`config.mk`:
```
export PLATFORM = sky130hd
export DESIGN_NAME = integrator
export DESIGN_NICKNAME = d
export VERILOG_FILES = /design/src/rtl/gesture_pkg.sv /design/src/rtl/integrator_sat_adder.sv /design/src/rtl/integrator.sv
export SDC_FILE = /design/constraint.sdc
export NUM_CORES = 1
export LEC_CHECK = 0
export BUFFER_PORTS_ARGS = -buffer_cell sky130_fd_sc_hd__buf_2
export CAP_MARGIN = 5
export CORE_UTILIZATION = 53
export CTS_BUF_LIST = sky130_fd_sc_hd__clkbuf_16
export DETAILED_ROUTE_END_ITERATION = 16
export GPL_TIMING_DRIVEN = 0
export PLACE_DENSITY = 0.89
export SETUP_SLACK_MARGIN = 0.05
export SYNTH_ARGS = -nofsm -noshare
export SYNTH_HDL_FRONTEND = slang
export SYNTH_SLANG_ARGS = --single-unit
export TNS_END_PERCENT = 5
```
`constraint.sdc`:
```
create_clock -name clk -period 3.2 [get_ports clk]
set_clock_uncertainty 0.1 [all_clocks]
set_input_delay 0 -clock clk [delete_from_list [all_inputs] [get_ports clk]]
set_output_delay 0 -clock clk [all_outputs]
set_load 0.005 [all_outputs]
```
`src/rtl/gesture_pkg.sv`:
```
// Shared constants for the gesture-recognition datapath.
//   DEFAULT_NUMBER_WIDTH : default sample/sum width
//   SAT_WRAP / SAT_CLAMP : overflow handling mode encodings
package gesture_pkg;

  localparam int unsigned DEFAULT_NUMBER_WIDTH = 16;

  localparam int unsigned SAT_WRAP  = 0;
  localparam int unsigned SAT_CLAMP = 1;

endpackage : gesture_pkg

```
`src/rtl/integrator_sat_adder.sv`:
```
// Combinational unsigned adder with carry-out and optional clamp to all ones.
//   a, b      : NUMBER_WIDTH-bit unsigned operands
//   sum       : wrapped sum, or all ones on carry when SATURATE selects clamp
//   carry_out : carry of the (NUMBER_WIDTH+1)-bit sum, independent of mode
module sat_adder
  import gesture_pkg::*;
#(
  parameter int unsigned NUMBER_WIDTH = DEFAULT_NUMBER_WIDTH,
  parameter int unsigned SATURATE     = SAT_WRAP
) (
  input  logic [NUMBER_WIDTH-1:0] a,
  input  logic [NUMBER_WIDTH-1:0] b,
  output logic [NUMBER_WIDTH-1:0] sum,
  output logic                    carry_out
);

  localparam int unsigned FULL_WIDTH = NUMBER_WIDTH + 1;
  localparam bit          CLAMP      = (SATURATE != SAT_WRAP);

  logic [FULL_WIDTH-1:0] full_sum;

  // Widen both operands so the carry lands in the top bit.
  always_comb begin
    full_sum  = FULL_WIDTH'(a) + FULL_WIDTH'(b);
    carry_out = full_sum[NUMBER_WIDTH];
    if (CLAMP && full_sum[NUMBER_WIDTH]) begin
      sum = '1;
    end else begin
      sum = full_sum[NUMBER_WIDTH-1:0];
    end
  end

endmodule : sat_adder

```
`src/rtl/integrator.sv`:
```
// Running-sum accumulator: adds each valid sample into a registered sum.
//   clk, rst_n   : clock, synchronous active-low reset
//   input_number : unsigned sample
//   input_valid  : qualifies input_number this cycle
//   clear        : restarts the window; a same-cycle sample seeds the new sum
//   output_sum   : registered accumulated sum
//   output_valid : high the cycle after an accepted sample
//   overflow     : sticky carry-out flag since last clear/reset
module integrator
  import gesture_pkg::*;
#(
  parameter int unsigned NUMBER_WIDTH = DEFAULT_NUMBER_WIDTH,
  parameter int unsigned SATURATE     = SAT_WRAP
) (
  input  logic                    clk,
  input  logic                    rst_n,
  input  logic [NUMBER_WIDTH-1:0] input_number,
  input  logic                    input_valid,
  input  logic                    clear,
  output logic [NUMBER_WIDTH-1:0] output_sum,
  output logic                    output_valid,
  output logic                    overflow
);

  logic [NUMBER_WIDTH-1:0] add_sum;
  logic                    add_carry;

  sat_adder #(
    .NUMBER_WIDTH (NUMBER_WIDTH),
    .SATURATE     (SATURATE)
  ) u_sat_adder (
    .a         (output_sum),
    .b         (input_number),
    .sum       (add_sum),
    .carry_out (add_carry)
  );

  // Priority: reset > clear > input_valid.
  always_ff @(posedge clk) begin
    if (!rst_n) begin
      output_sum   <= '0;
      output_valid <= 1'b0;
      overflow     <= 1'b0;
    end else if (clear) begin
      output_sum   <= input_valid ? input_number : '0;
      output_valid <= input_valid;
      overflow     <= 1'b0;
    end else if (input_valid) begin
      output_sum   <= add_sum;
      output_valid <= 1'b1;
      if (add_carry) begin
        overflow <= 1'b1;
      end
    end else begin
      output_valid <= 1'b0;
    end
  end

endmodule : integrator

```
Word-level counts from Yosys, hierarchy flattened

Index checks and enable logic that the tools add are counted.

Reduce and logical (&&, ||, !) cells: 3
Add/subtract/negate cells: 1
Muxes and demuxes: 5
Bitwise operators: 1

Operators with widths:

| cell                                      | count |
|---|---|
| 16-bit two-way mux                        | 3 |
| 16-bit by 16-bit adder with 17-bit output | 1 |
| 1-bit two-way mux                         | 2 |
| 2-bit AND reduction                       | 1 |
| 2-bit nonzero test                        | 1 |
| 2-bit OR reduction                        | 1 |
| 1-bit NOT                                 | 1 |

Register bits after elaboration: 18
Word-level logic and storage cells: 13
Bits of input ports: 20
Output and inout port bits: 18

Depth between registers and ports, before layout

Gate-level depths: netlist of run 1.

Word-level depth: 3
Mapped depth: 8
Gate-level depth less buffers: 8

By module

Synthesis of run 1 repeated with hierarchy kept, for this count alone.

Cell total of the unflattened synthesis: 188
Area total of the unflattened synthesis: 1685.4 µm²

By module, submodules not included:

| module     | seq. area each (µm²) | instances | cells each | area an instance (µm²) |
|---|---|---|---|---|
| sat_adder  | 0.0                  | 1         | 110        | 855.8 |
| integrator | 360.3                | 1         | 78         | 829.5 |

Worst setup path after synthesis of run 1

OpenSTA, ideal clock, no wires.

Kind: reg-to-reg
Start: reg output_sum[0]
End: reg output_sum[14]
Path buffers: 0
Required time: 2974 ps
Library setup time: 126 ps
Slack: 850 ps
Arrival: 2123 ps
Stages on the path, launching flop included: 9
Clock period less this slack: 2350 ps
Cell sequence: dfxtp_1 > ha_1 > fa_1 > a21o_2 > a311oi_2 > nor2_1 > a311o_1 > xnor2_1 > o211ai_1

Longest elaborated chain between the ends: 3

Ends and longest elaborated chain:

| what                                      | line                       | text |
|---|---|---|
| start: declaration                        | integrator.sv:20           | `output logic [NUMBER_WIDTH-1:0] output_sum,` |
| start signal: assignment                  | integrator.sv:45           | `output_sum <= input_valid ? input_number : '0;` |
| start signal: assignment                  | integrator.sv:49           | `output_sum <= add_sum;` |
| 16-bit by 16-bit adder with 17-bit output | integrator_sat_adder.sv:24 | `full_sum = FULL_WIDTH'(a) + FULL_WIDTH'(b);` |
| 16-bit two-way mux                        | integrator.sv:48           | `end else if (input_valid) begin` |
| 16-bit two-way mux                        | integrator.sv:44           | `end else if (clear) begin` |

No other way between the ends. The select of a mux whose other input is x is not followed.
A chain may end at the register's enable or synchronous reset.

Final worst setup path of run 1

Same ends and word-level chain as after synthesis.

==> metrics, run 1 <==
cts hold-fix bufs=9; CTS max path bufs=2; share of layout cells above drive strength 1=19.83%; VDD IR max=0.0004305 V; post-synth top area share=24.34%; NetSw=0.0002378 W; CTS resizes=0; FMAX=397.4 MHz; DRC Markers=0; number of buffers created by CTS=3; synthesized area=1480 µm²; Hold Crit Depth=4; min Tclk post-route=2.516 ns; CTS tree=yes; initial DRC count=71; pin count of the biggest net entering global routing=11; RSZ-0062 raised after global routing=no; final hold vios=1; Most used DFF post-synth=dfxtp_1; Clock Sinks=18; Layout Nets=275; IO Pins=38; Synth Warn #=0; CP endpoint kind=flip-flop; Synth area leaders=dfxtp_1, ha_1, a21oi_1, nand2_1, a22oi_1; Seq cells post-synth=18; max-cap viol count=0; final setup vio count=0; Setup CP Type=reg -> reg; Syn Nets=225; ANT cells=0; via count=1629; worst skew pair latency=0.25 ns; Slew Limit Fails=0; Seq pwr share=33.5%; Post-CTS Setup Repair Bufs=0; H-tree depth=1; Slew headroom=56.69%; antenna violations before repair=0; CTS clk-pin slew, worst paths=0.05 ns; Mapped Cells=188; Detail Route Antenna Nets=0; Hold EP=output_sum[7]; drt via density=6.101; fill count=205; violated checks=hold timing; Detail Placement HPWL=2813 µm; Unique masters post-synth=41; Starting Density=57.65%; Avg Inst Size Synth=7.873 µm²; CP max FO=3; Tcrit/Tclk final=78.63%; Setup TNS Final=0 ns; Final Non-Filler Cells=267; die width=54.85 µm; Clk network pwr share=34.1%; port bufs=36; die area=3008 µm²; number of flops mapped to enable cells by yosys=0; row count=18; async set-reset flop share out of synthesis=0%; core region area=2567 µm²; area grow syn2layout=26.12%; aggregate routed wire length=3938 µm; cell leakage power=0.8514 nW; DR WL/cell=14.75 µm; gr ovfl total=0; dpl cells=254; first-pass GRT wire length=6168 µm; reg-to-reg slack, setup=0.68 ns; Die Span Y=54.85 µm; Root Driver=clkbuf_16; arrival time worst endpoint=2.54 ns; sequential share of the synthesized area=24.34%; Placer Congestion=0.8789; Hold WS=-0.0009519 ns; First-pass DRT Iterations=4; combinational share of power=32.4%; status=complete, but fails checks; vias in the first global route=1446; Worst Path Required=3.23 ns; GRT Total Usage=29.30%; Reg-to-Reg End=output_sum[14]; hold path startpoint=input_number[7]; Slew @ Worst Pin=0.6473 ns; P per Cell Area=402.6 nW/µm²; HP Class=in -> reg; Setup crit start kind=flip-flop; R2R Path Start=output_sum[0]; Placement Cell Area=1698 µm²; final instance area=1867 µm²; largest area contributor in the netlist=dfxtp_1; sw frac=31.64%; total power=0.0007517 W; Pint=0.0005138 W; r2r worst-path depth=8
## per-stage QoR
stage / util (%) / hold slack (ns) / worst slack (ns)
finish: 72.71 / -0.0009519 / 0.6839
global route: 72.71 / 0.01577 / 0.5533
CTS: 72.71 / 0.0008398 / 0.6822
detailed placement: 66.13 / 0.2055 / 0.6989
global placement: 66.13 / 0.1942 / 0.6946
floorplan: - / 0.06234 / 0.8502
## state kept, by name, indices dropped and copies added, names as in the netlist
register and count:
output_sum 16, output_valid 1, overflow 1
## worst max path at each step
stage	startpoint	end	slack [ns]	depth (start not counted)
4_1_cts	output_sum[0]	output_sum[14]	0.68	8
3_3_place_gp	output_sum[0]	output_sum[14]	0.69	8
6_report	output_sum[0]	output_sum[14]	0.68	8
2_1_floorplan	output_sum[0]	output_sum[14]	0.85	8
5_1_grt	output_sum[0]	output_sum[14]	0.55	8
3_5_place_dp	output_sum[0]	output_sum[14]	0.70	8
## cell type report
cell class              count  area [µm²]  share of cell area [%]
inverters                   4       15.01                  0.8043
multi-input cells         159        1077                   57.71
well taps                  30       37.54                   2.011
plain buffers               7       27.53                   1.475
clock buffers               3       75.07                   4.021
clock inverters             1       3.754                  0.2011
repair buffers             45       270.3                   14.48
flip-flops and latches     18       360.3                   19.30
## Yosys cell counts, types with 3 or more instances
cell type	instances
inv_1	4
a21oi_1	24
nor2_1	20
dfxtp_1	18
nor3_1	3
xor2_1	4
ha_1	16
mux2i_1	4
o21ai_0	10
xnor2_1	5
nand2_1	22
a22oi_1	10
nand3_1	5
clkbuf_1	6
o22ai_1	3
## power groups by stage
stage / combinational, W / sequential (W) / clock, W
5_1_grt: 0.000270 / 0.000254 / 0.000271
2_1_floorplan: 0.000162 / 0.000258 / 0
3_3_place_gp: 0.000223 / 0.000256 / 0
6_report: 0.000243 / 0.000252 / 0.000256
4_1_cts: 0.000240 / 0.000252 / 0.000258
3_5_place_dp: 0.000228 / 0.000257 / 0
## routing by layer
layer / global-route usage, % / share of wire, % / vias up
met3: 6.389 / 6.3 / 6
met5: 0 / 0 / -
met2: 52.01 / 49 / 64
met1: 33.28 / 43 / 752
met4: 11.97 / 1.4 / 0
li1: - / - / 807
## layout by cell type (no fill, tap or decap), types with 3 or more instances in the layout
master	count
o22ai_1	3
inv_1	4
clkbuf_16	3
xnor2_1	5
nor3_1	3
a21oi_1	24
clkbuf_1	6
nand2_1	22
a22oi_1	10
nand3_1	5
nor2_1	20
ha_1	16
dlygate4sd3_1	9
o21ai_0	10
buf_2	37
mux2i_1	4
dfxtp_1	18
xor2_1	4
## critical path: stages, from the launching register on
cell	delay [ns]
dfxtp_1	0.32
ha_1	0.21
fa_1	0.41
a21o_2	0.25
a311oi_2	0.38
nor2_1	0.12
a311o_1	0.34
xnor2_1	0.15
o211ai_1	0.11
## cells by family after synthesis
family | Yosys count | share of synthesized area, %
xor+xnor | 9 | 5.325
mux | 5 | 3.466
flops | 18 | 24.35
fa+ha+maj | 17 | 14.88
compound gates | 66 | 29.67
simple gates | 62 | 19.44
buf+inv | 11 | 2.873
No activity file was read; power rests on OpenSTA's default activity.
==> inputs of run 2 (changes only) <==
--- a/config.mk
+++ b/config.mk
@@ -5,13 +5,14 @@
 export SDC_FILE = /design/constraint.sdc
 export NUM_CORES = 1
 export LEC_CHECK = 0
+export ABC_AREA = 1
 export BUFFER_PORTS_ARGS = -buffer_cell sky130_fd_sc_hd__buf_2
 export CAP_MARGIN = 5
-export CORE_UTILIZATION = 53
+export CORE_UTILIZATION = 55
 export CTS_BUF_LIST = sky130_fd_sc_hd__clkbuf_16
 export DETAILED_ROUTE_END_ITERATION = 16
 export GPL_TIMING_DRIVEN = 0
-export PLACE_DENSITY = 0.89
+export PLACE_DENSITY = 0.9
 export SETUP_SLACK_MARGIN = 0.05
 export SYNTH_ARGS = -nofsm -noshare
 export SYNTH_HDL_FRONTEND = slang
==> constraint.sdc (replaced) <==
create_clock -name clk -period 2.6 [get_ports clk]
set_clock_uncertainty 0.1 [all_clocks]
set_input_delay 0 -clock clk [delete_from_list [all_inputs] [get_ports clk]]
set_output_delay 0 -clock clk [all_outputs]
set_load 0.005 [all_outputs]
==> run 2 against run 1 <==
Against the previous run: the run now ends clean; register-to-register slack lost 0.02 ns; clock power grew 28%; setup slack lost 0.093 ns; first-iteration DRC count grew 18%; worst hold slack improved by 0.037 ns; flip-flop and latch count unchanged; sequential share of layout area down 2.3 points; via count up 24%; highest routed layer unchanged.
==> metrics, run 2 <==
status=complete, no violations; aggregate routed wire length=4622 µm; min Tclk post-route=2.009 ns; number of buffers created by CTS=3; Seq cells post-synth=18; top-count cell post-synth=nand2_1; antenna violations before repair=0; CTS tree=yes; async set-reset flop share out of synthesis=0%; Detail Route Antenna Nets=0; Slew headroom=65.13%; main combinational cell family by area after synthesis=simple AND/OR/NAND/NOR gates; Placement Cell Area=1968 µm²; CTS clk-pin slew, worst paths=0.06 ns; area grow syn2layout=22.34%; CTS max path bufs=2; CP max FO=3; Starting Density=60.16%; first-pass GRT wire length=7859 µm; cell leakage power=1.203 nW; number of flops mapped to enable cells by yosys=0; Root Driver=clkbuf_16; IO Pins=38; WL met2=2220 µm; Compound-Gate Fraction of Synth Area=10.41%; synthesized area=1730 µm²; max reg flops=16; sequential share of the synthesized area=20.82%; worst skew pair latency=0.25 ns; row count=19; Final Non-Filler Cells=389; Synth area leaders=nand2_1, dfxtp_1, ha_1, inv_1, nor2_1; P per Cell Area=455.2 nW/µm²; most frequent cells in the layout=nand2_1, inv_1, buf_2, nor2_1, nand3_1; final setup margin=0.5907 ns; highest metal used=met4; Clock Sinks=18; ANT cells=0; drt via density=5.177; largest area contributor in the netlist=nand2_1; port bufs=37; Unique masters post-synth=24; Setup CP Type=in -> reg; Tcrit/Tclk final=77.28%; Reg with most FFs=output_sum; die area=3374 µm²; CP endpoint kind=flip-flop; Setup crit start kind=primary input; Layout Nets=385; vias in the first global route=1892; RSZ-0062 raised after global routing=no; First-pass DRT Iterations=4; post-synth top area share=22.99%; biggest registers after layout=output_sum x16, output_valid x1, overflow x1; Hold WS=0.03557 ns; met1 WL=2117 µm; commonest cells in the netlist=nand2_1, inv_1, nor2_1; routed length on met3=239 µm; final instance area=2117 µm²; final hold vios=0; most common cell after layout, fill and taps aside=nand2_1; Slew @ Worst Pin=0.5211 ns; Setup TNS Final=0 ns; Mapped Cells=299; core region area=2877 µm²; arrival time worst endpoint=2.05 ns; Die Span Y=58.09 µm; initial DRC count=84; final setup vio count=0; gr ovfl total=0; via count=2014; HP Class=in -> reg; worst slack, placed=0.6864 ns; GRT Total Usage=29.85%; Worst Path Required=2.64 ns; synthesized-area fraction occupied by adder cells=12.73%; mux cell area share after synthesis=0%; Syn Nets=336; DR WL/cell=11.88 µm; Simple-Gate Fraction of Synth Area=42.37%; Placer Congestion=0.8838; Avg Inst Size Synth=5.787 µm²; pin count of the biggest net entering global routing=11; die width=58.09 µm; DRC Markers=0; FMAX=497.7 MHz; XOR/XNOR Fraction of Synth Area=2.025%; VDD IR max=0.0003264 V; Slew Limit Fails=0; H-tree depth=1; Most used DFF post-synth=dfxtp_1; max-cap viol count=0; dpl cells=378; Detail Placement HPWL=3434 µm; CTS resizes=0; Synth Warn #=0; share of layout cells above drive strength 1=15.56%
-- run 2: cell count changes after synthesis, moves of 4 or more --
cell and delta:
inv_1 +39, nand3_1 +18, clkbuf_1 -6, mux2i_1 -4, nand2_1 +84, nor2_1 +17
a22oi_1 -10, o21ai_0 -4
-- run 2: worst max-delay path: stages --
cell and delay [ns]:
dlygate4sd3_1 0.53, buf_2 0.13, ha_1 0.21, fa_1 0.40
nand2_1 0.10, nand2_1 0.07, nand3b_1 0.10, nand2_1 0.10
nand2_1 0.11, nand2_1 0.07, nand2_1 0.06, nand3_1 0.06
nand2_1 0.06, a21oi_1 0.05
-- run 2: cell families after synthesis --
logic type	after synthesis
fa+ha+maj	17
buf+inv	50
simple gates	177
flops	18
compound gates	33
xor+xnor	4
-- run 2: timing repair --
action,CTS,global route
hold endpoints to repair,6,0
hold buffers,7,0
setup buffers,0,0
-- run 2: layout make-up --
| type | count | area (µm²) |
|---|---|---|
| Clock inverter | 1 | 3.754 |
| Clock buffer | 3 | 75.07 |
| Sequential cell | 18 | 360.3 |
| Buffer | 5 | 32.53 |
| Tap cell | 42 | 52.55 |
| Inverter | 45 | 168.9 |
| Multi-Input combinational cell | 231 | 1169 |
| Timing Repair Buffer | 44 | 255.2 |
| Fill cell | 262 | 759.5 |
-- run 2: final timing paths --
path | startpoint | endpoint | slack (ns) | cells after the start
setup / recovery | input_number[0] | output_sum[10] | 0.59 | 14
hold reg to reg | overflow | overflow | 0.37 | 2
setup reg to reg | output_sum[0] | output_sum[10] | 0.66 | 12
hold / removal | input_number[1] | output_sum[1] | 0.04 | 3
-- run 2: power by group --
group          switching [W]  internal, W
registers          0.0000145     0.000295
logic               0.000194     0.000132
clock network       0.000122     0.000205
-- run 2: through the flow --
step	utilization, %	power [W]
final	73.60	0.0009636
after global routing	73.60	0.001022
after CTS	73.60	0.0009618
after detailed placement	68.42	0.0006266
after global placement	68.42	0.0006176
after floorplan	-	0.0005376
-- run 2: routing by layer --
metal  GRT usage [%]  up-vias
li1                -     1032
met1           38.38      921
met2           52.55       54
met3           3.125        7
met4           8.844        0
met5               0        -
